==> config.mk <==
export PLATFORM = sky130hd
export DESIGN_NAME = kmp_string_matcher
export DESIGN_NICKNAME = d
export VERILOG_FILES = /design/src/rtl/SME_spec_param.sv /design/src/rtl/kmp_char_compare.sv /design/src/rtl/kmp_string_matcher.sv
export SDC_FILE = /design/constraint.sdc
export NUM_CORES = 1
export LEC_CHECK = 0
export CAP_MARGIN = 15
export CORE_MARGIN = 3
export CORE_UTILIZATION = 25
export CTS_CLUSTER_SIZE = 28
export DETAILED_ROUTE_END_ITERATION = 16
export PLACE_DENSITY_LB_ADDON = 0.3
export SETUP_SLACK_MARGIN = 0.2
export SLEW_MARGIN = 40
export SYNTH_ARGS = -nofsm -noshare
export SYNTH_HDL_FRONTEND = slang
export SYNTH_SLANG_ARGS = --single-unit
==> constraint.sdc <==
create_clock -name clk -period 3.8 [get_ports clk]
set_clock_uncertainty 0.2 [all_clocks]
set_input_delay 0.76 -clock clk [delete_from_list [all_inputs] [get_ports clk]]
set_output_delay 0.76 -clock clk [all_outputs]
set_load 0.02 [all_outputs]
==> src/rtl/SME_spec_param.sv <==
// Shared constants and state encodings for the string-matching engine datapath.
package SME_spec_param;

    localparam int BYTE        = 8;   // bits per character
    localparam int MAX_PATTERN = 8;   // maximum pattern length in characters
    localparam int MAX_PAT_ADD = 3;   // index width into the pattern
    localparam int STR_ADD     = 16;  // text position counter width

    // One-hot scan states.
    typedef enum logic [2:0] {
        IDLE_ST = 3'b001,
        SCAN_ST = 3'b010,
        DONE_ST = 3'b100
    } state_t;

endpackage

==> src/rtl/kmp_char_compare.sv <==
// Selects pattern[j] and the fallback index ff[j-1], compares the pattern
// character against the incoming text character, and flags the last index.
module kmp_char_compare
    import SME_spec_param::*;
(
    input  logic [MAX_PATTERN*BYTE-1:0]        pattern,
    input  logic [MAX_PAT_ADD*MAX_PATTERN-1:0] fail_func,
    input  logic [MAX_PAT_ADD-1:0]             j,
    input  logic [MAX_PAT_ADD-1:0]             last_pat_idx,
    input  logic [BYTE-1:0]                    text_char,
    output logic                               hit,
    output logic [MAX_PAT_ADD-1:0]             fb_idx,
    output logic                               is_last
);

    logic [MAX_PAT_ADD-1:0] j_prev;

    // Compare against pattern[j]; fallback index is only meaningful when j > 0.
    always_comb begin
        j_prev  = j - 1'b1;
        hit     = (pattern[j*BYTE +: BYTE] == text_char);
        fb_idx  = (j == '0) ? '0 : fail_func[j_prev*MAX_PAT_ADD +: MAX_PAT_ADD];
        is_last = (j == last_pat_idx);
    end

endmodule

==> src/rtl/kmp_string_matcher.sv <==
// Streaming KMP matcher: walks the text one accepted byte per cycle using a
// precomputed failure-function table and reports every (overlapping) match.
module kmp_string_matcher
    import SME_spec_param::*;
(
    input  logic                               clk,
    input  logic                               reset,
    input  logic                               i_valid,
    input  logic                               i_ff_valid,
    input  logic [MAX_PATTERN*BYTE-1:0]        pattern,
    input  logic [MAX_PAT_ADD-1:0]             last_pat_idx,
    input  logic [MAX_PAT_ADD*MAX_PATTERN-1:0] i_fail_func,
    input  logic [BYTE-1:0]                    i_char,
    input  logic                               i_char_valid,
    input  logic                               i_char_last,
    output logic                               o_char_ready,
    output logic                               o_match,
    output logic [STR_ADD-1:0]                 o_match_pos,
    output logic [STR_ADD-1:0]                 o_match_cnt,
    output logic                               o_done,
    output logic [2:0]                         dbg_state
);

    // Handshake: a text beat is accepted on a rising clk edge where both
    // i_char_valid and o_char_ready are high. o_char_ready is low during a
    // fallback stall, so the same character must be held and is re-compared.

    state_t                 state, state_nxt;
    logic [MAX_PAT_ADD-1:0] j;
    logic [STR_ADD-1:0]     pos;
    logic                   hit, is_last;
    logic [MAX_PAT_ADD-1:0] fb_idx;
    logic [MAX_PAT_ADD-1:0] ff_last;
    logic                   accept;

    kmp_char_compare u_cmp (
        .pattern      (pattern),
        .fail_func    (i_fail_func),
        .j            (j),
        .last_pat_idx (last_pat_idx),
        .text_char    (i_char),
        .hit          (hit),
        .fb_idx       (fb_idx),
        .is_last      (is_last)
    );

    assign ff_last      = i_fail_func[last_pat_idx*MAX_PAT_ADD +: MAX_PAT_ADD];
    assign o_char_ready = (state == SCAN_ST) && ((j == '0) || hit);
    assign accept       = o_char_ready && i_char_valid;
    assign o_done       = (state == DONE_ST);
    assign dbg_state    = state;

    // State register.
    always_ff @(posedge clk or posedge reset) begin
        if (reset) state <= IDLE_ST;
        else       state <= state_nxt;
    end

    // Next-state logic; dropping i_valid aborts a scan or releases DONE.
    always_comb begin
        state_nxt = state;
        case (state)
            IDLE_ST: if (i_valid && i_ff_valid) state_nxt = SCAN_ST;
            SCAN_ST: begin
                if (!i_valid)                      state_nxt = IDLE_ST;
                else if (accept && i_char_last)    state_nxt = DONE_ST;
            end
            DONE_ST: if (!i_valid) state_nxt = IDLE_ST;
            default: state_nxt = IDLE_ST;
        endcase
    end

    // Pattern index, text position and match reporting registers.
    always_ff @(posedge clk or posedge reset) begin
        if (reset) begin
            j           <= '0;
            pos         <= '0;
            o_match     <= 1'b0;
            o_match_pos <= '0;
            o_match_cnt <= '0;
        end else begin
            o_match <= 1'b0;
            case (state)
                IDLE_ST: begin
                    if (i_valid && i_ff_valid) begin
                        j           <= '0;
                        pos         <= '0;
                        o_match_cnt <= '0;
                    end
                end
                SCAN_ST: begin
                    if (i_valid && i_char_valid) begin
                        if (hit) begin
                            pos <= pos + 1'b1;
                            if (is_last) begin
                                o_match     <= 1'b1;
                                o_match_pos <= pos - {{(STR_ADD-MAX_PAT_ADD){1'b0}}, last_pat_idx};
                                if (o_match_cnt != '1) o_match_cnt <= o_match_cnt + 1'b1;
                                j <= ff_last;
                            end else begin
                                j <= j + 1'b1;
                            end
                        end else if (j != '0) begin
                            // Stall: fall back and re-compare the same character.
                            j <= fb_idx;
                        end else begin
                            pos <= pos + 1'b1;
                        end
                    end
                end
                default: ;
            endcase
        end
    end

endmodule

* After elaboration in Yosys (flattened, before gate mapping)
Index checks and enable logic that the tools add are counted.
** Word-level totals
- Register bits :: 55
- Logic and storage cells :: 71
** Cells by class
- Add/subtract/negate cells :: 5
- Multiply operators :: 2
- Equality and inequality tests :: 15
- Shifts and indexed selects :: 3
- Mux-type cells :: 26
- Reductions and logical operators :: 14
** Operators with widths (number)
- 16-bit 2-to-1 mux :: 8
- 16-bit one-hot mux with 2 select lines :: 2
- 64-bit by 7-bit indexed part select with 8-bit output :: 1
- 24-bit by 6-bit indexed part select with 3-bit output :: 2
- 16-bit by 1-bit adder with 16-bit output (second input constant) :: 2
- 3-bit 2-to-1 mux :: 10
- 16-bit != test (second input constant) :: 1
- 16-bit by 3-bit subtractor with 16-bit output :: 1
- 4-bit AND reduction :: 3
- 3-bit by 2-bit multiplier with 5-bit output (second input constant) :: 2
- 3-bit one-hot mux with 3 select lines :: 1
- 8-bit equality test :: 1
- 2-bit != test (second input constant) :: 4
- 3-bit by 2-bit != test with 1-bit output (second input constant) :: 2
- 3-bit one-hot mux with 2 select lines :: 1
- 6-bit AND reduction :: 1
- 1-bit logical AND :: 5
- 1-bit 2-to-1 mux :: 4
- 2-bit by 1-bit != test with 1-bit output (second input constant) :: 2
- 3-bit by 1-bit adder with 3-bit output (second input constant) :: 1
- 3-bit by 1-bit equality test with 1-bit output (second input constant) :: 1
- 3-bit by 2-bit equality test with 1-bit output (second input constant) :: 1
- 3-bit equality test :: 1
- 3-bit equality test (second input constant) :: 1
- other kinds (7) :: 7

* Depth between registers and ports, before layout
- Word-level depth :: 9
- Gate-level depth with buffers :: 13

* Cells and area by module
From an unflattened synthesis, not the netlist that was laid out.
** Second synthesis, totals
- Cells, all modules :: 439
- Area total of the unflattened synthesis :: 4327.9 µm²
** By module, submodules not included
- kmp_string_matcher :: times used 1, cells each 358, area an instance 3382.0 µm²
- kmp_char_compare :: times used 1, cells each 81, area an instance 945.9 µm²

* Least setup slack after synthesis
No wires, ideal clock.
- Path type :: input -> output
- Start :: in pattern[28]
- End :: out o_char_ready
- Arrival :: 2.561 ns
- Path slack :: 0.279 ns
- Stages :: 8
- Cell sequence :: mux4_1 > mux2i_1 > xor2_1 > o2111ai_2 > nor2_1 > buf_2 > nor2_1 > nor2_1
** Between the ends
- Cells in the longest elaborated chain, start to end :: 4
** RTL lines
- start: declaration :: line kmp_string_matcher.sv:10 : input logic [MAX_PATTERN*BYTE-1:0] pattern,
- 64-bit by 7-bit indexed part select with 8-bit output :: line kmp_char_compare.sv:21 : hit = (pattern[j*BYTE +: BYTE] == text_char);
- 8-bit equality test :: line kmp_char_compare.sv:21
- 1-bit logical OR :: line kmp_string_matcher.sv:48 : assign o_char_ready = (state == SCAN_ST) && ((j == '0) || hit);
- 1-bit logical AND :: line kmp_string_matcher.sv:48
- end: declaration :: line kmp_string_matcher.sv:16 : output logic o_char_ready,
No other way between the ends.

* Worst setup path after layout
- Start :: in pattern[60]
- End :: out o_char_ready
Same word-level chain as after synthesis.

==> run_results.csv <==
group,metric,value,unit
run_status,status,"finished clean",
setup_path,r2r_setup_slack,0.51,ns
synth,synthFlopType,"dfrtp_1",
clocking,cts_hold_repair.buffers,0,
clocking,cts.htree.levels,2,
setup_path,launch_instance_of_the_worst_register_to_register_path,"j[2]$_DFFE_PP0P_",
layout,multi_input_area,0.00261,mm^2
sta,maxSlewHeadroom,0.615,
sta,setup-tns-final,0,ns
routing,post_drt_wl_per_cell,15.6,um
synth,postSynth.asyncResetShare,1.00,
routing,detail_route.wirelength,12200,um
sta,holdWs,0.304,ns
setup_path,crit_path_top_delay_cell,"mux4_2",
die,floorplan.die.width,135,um
synth,synth_largest_type_area_fraction,0.326,
sta,finalWorstSetupSlack,0.278,ns
synth,netlist.top_cell.by_area,"dfrtp_1",
sta,clock_period_minus_worst_slack,3.52,ns
pwr,power.density_cell_area,224,mW/mm^2
sta,finalCritPeriodShare,0.927,
sta,timing_hold_violations_final,0,
routing,route.detailed.vias_per_inst,4.82,
setup_path,cp.required,2.84,ns
setup_path,critical-path-max-stage-delay,0.47,ns
synth,netlist-cell-type-count,48,
placement,detailedPlace.worstSlack,-0.523,ns
global_routing,global_route.overflow_total,0,
layout,antennaDiodeCount,0,
layout,layout-area-overhead-vs-synth,45.5,%
die,fp.coreArea,0.0161,mm^2
setup_path,cp_top_family,"multiplexers",
synth,syn_area_per_cell,10.1,um^2
routing,post-route-drc-count,0,
layout,layout.cells.non_filler,781,
worst_hold_path,worst_hold_stages,1,
worst_hold_path,min_to,"o_match_pos[11]$_DFFE_PP0P_",
synth,synth_warnings,0,
die,dieHeight,135,um
placement,placed_cells_incl_taps,772,
synth,postSynthRegisterBits,55,
setup_path,crit_path_end_kind,"primary output",
clocking,cts.root.buffer_cell,"clkbuf_16",
routing,detail_route.first_pass.iterations,4,
setup_path,reg2reg_depth,9,
worst_hold_path,path_type_of_the_worst_min_delay_path,"reg2reg",
setup_path,timing_worst_setup_path_type,"in2out",
die,design.portCount,143,
setup_path,worstPathBufferInverterCount,2,
die,start_util,0.258,
clocking,cts_sinks,55,
global_routing,first_pass_grt_wire_length,20200,um
pwr,internal_power,1.00,mW
synth,synth_area,0.00415,mm^2
layout,fillers,1597,
clocking,cts_tree,"built",
setup_path,worst_setup_path_start_kind,"primary input",
setup_path,critical_path_peak_fanout,2,
worst_hold_path,worst_hold_startpoint,"o_match_pos[11]$_DFFE_PP0P_",
synth,synth_fp_nets,526,
sta,fmaxAchievable,284,MHz
pwr,power.switching,348,uW
placement,port_buffers,142,
sta,least_margin_pin_slew,0.574,ns
setup_path,critPathMostFrequentCell,"nor2_2",
pwr,cellLeakagePower,2.43,nW
setup_path,worst_ep_arrival_time,2.56,ns
sta,unrepaired_setup_endpoints_after_global_routing,"false",
pwr,sequentialPowerShare,0.446,
clocking,tritoncts.num_buffers,5,
pwr,swShare,0.258,
synth,synth_enable_flop_cells,0,
synth,syn-instance-count,412,
layout,regArea,0.00138,mm^2
global_routing,first_global_vias,3945,
sta,setup_viol,0,
routing,drt_iter0_markers,146,
setup_path,rr_endpoint,"o_match_cnt[9]$_DFFE_PP0P_",
clocking,clock_latency_on_the_worst_skew_pair,0.29,ns
layout,drive_gt1_frac,0.158,
routing,postRouteAntennaNets,0,
routing,route.vias.total,3766,
layout,finish.net_count,678,
flow_run,maxCapViolations,0,
die,row_count,46,
pwr,power.clock.fraction,0.338,
setup_path,crit_path_cell_trace,"dlygate4sd2_1 -> mux4_2 -> mux2i_2 -> xor2_1 -> o2111ai_2 -> nor2_2 -> nor2_2 -> nor2_2 -> buf_6",
synth,synth_sequential_area_ratio,0.332,
clocking,clock_slew_at_the_register_clock_pins_of_the_worst_setup_and_hold_paths,0.07,ns
placement,detailed_place_hpwl,9920,um
placement,gp_congestion,0.815,
die,die-area,0.0182,mm^2
global_routing,maximum_number_of_pins_on_one_net_before_global_route_repair,34,
clocking,ctsLongestPathBuffers,2,
global_routing,grt_util_all_layers,0.136,
pwr,ir_worst_vdd,218,uV
synth,netlist_top_cells_area,"dfrtp_1 (33%), mux4_2 (8.7%), mux2i_1 (5.8%), mux4_1 (4.4%), mux2_2 (4.3%)",
global_routing,antenna_found_initial,0,
pwr,power.combinational.fraction,0.216,
sta,timing_max_transition_violations_final,0,
## placed cells by master (no fill, tap or decap), types with 8 or more instances in the layout
cell type / instances
and3_1: 8
mux2i_1: 22
clkdlybuf4s50_1: 93
buf_4: 22
nor2_1: 23
nand2_1: 31
nor2b_1: 8
dlygate4sd2_1: 33
a21oi_1: 21
mux4_2: 23
clkdlybuf4s15_1: 15
xor2_1: 17
ha_1: 8
or3_1: 15
mux2_2: 16
nand3_1: 18
inv_1: 13
o21ai_0: 24
dfrtp_1: 53
xnor2_1: 16
## per-layer routing
| layer | share of wire | vias up | global-route usage | routed length, um |
|---|---|---|---|---|
| met1 | 0.44 | 1831 | 0.174 | 5380 |
| met2 | 0.50 | 98 | 0.239 | 6090 |
| met4 | 0.020 | 0 | 0.0368 | 238 |
| met5 | 0 | - | 0 | 0 |
| li1 | - | 1821 | - | - |
| met3 | 0.037 | 16 | 0.0212 | 446 |
## cell type report
type	count	area share
inverter	14	0.00870
clock inverter	2	0.00207
tap	216	0.0448
timing repair buffer	166	0.263
sequential	55	0.228
clock buffer	6	0.0213
multi-input combinational	322	0.432
## power by group through the flow
stage,sequential (mW),combinational [mW],clock [mW]
6_report,0.602,0.292,0.457
5_1_grt,0.603,0.323,0.510
4_1_cts,0.602,0.294,0.476
3_5_place_dp,0.614,0.308,0
3_3_place_gp,0.613,0.300,0
2_1_floorplan,0.614,0.142,0
## sequential cells by signal, summed over array words and instances, names as in the netlist
register     count
dbg_state        3
j                3
o_match          1
o_match_cnt     16
o_match_pos     16
pos             16
## how the worst max path moves through the flow
stage                     start           end  slack [ns]  depth (start not counted)
detailed placement  pattern[20]  o_char_ready       -0.52                          9
global route        pattern[53]  o_char_ready        0.20                          9
CTS                 pattern[44]  o_char_ready        0.25                          9
finish              pattern[60]  o_char_ready        0.28                          9
global placement    pattern[20]  o_char_ready       -0.48                          9
floorplan           pattern[28]  o_char_ready        0.28                          8
## through the flow
stage	total power, mW	area [um^2]	util
final	1.35	6040	0.376
after floorplan	0.756	4150	-
after global routing	1.44	6040	0.376
after CTS	1.37	6010	0.374
after detailed placement	0.921	5930	0.369
after global placement	0.913	5930	0.369
## cells by family (layout without fill, tap and decap cells)
logic type      Yosys count  after routing  share of synthesized area
buf+inv                  35            188                     0.0404
compound gates           68             68                      0.101
mux                      63             63                      0.233
fa+ha+maj                 9              9                     0.0290
flops                    55             55                      0.332
xor+xnor                 34             34                     0.0718
simple gates            148            148                      0.193
## synthesized netlist by cell type, types with 3 or more instances
| library cell | instances |
|---|---|
| nand3_1 | 18 |
| ha_1 | 8 |
| or3_1 | 15 |
| clkbuf_1 | 11 |
| nor2b_1 | 8 |
| a22oi_1 | 4 |
| nor3_1 | 8 |
| dfrtp_1 | 54 |
| and3_1 | 8 |
| nand2_1 | 31 |
| or4_1 | 6 |
| nor4_1 | 3 |
| mux4_1 | 7 |
| o211ai_1 | 7 |
| buf_2 | 7 |
| nand3b_1 | 3 |
| mux2_2 | 16 |
| xnor2_1 | 16 |
| mux2i_1 | 24 |
| nor2_1 | 27 |
| inv_1 | 14 |
| mux4_2 | 16 |
| nand2b_1 | 7 |
| o21ai_0 | 24 |
| xor2_1 | 18 |
| and2_1 | 4 |
| a21oi_1 | 21 |
## what timing repair did
item	CTS	global route
endpoints found under the setup margin	1	1
setup buffers	1	0
resized for setup	66	17
pin swaps	11	7
Note: power is estimated with default switching activity, not from simulation.
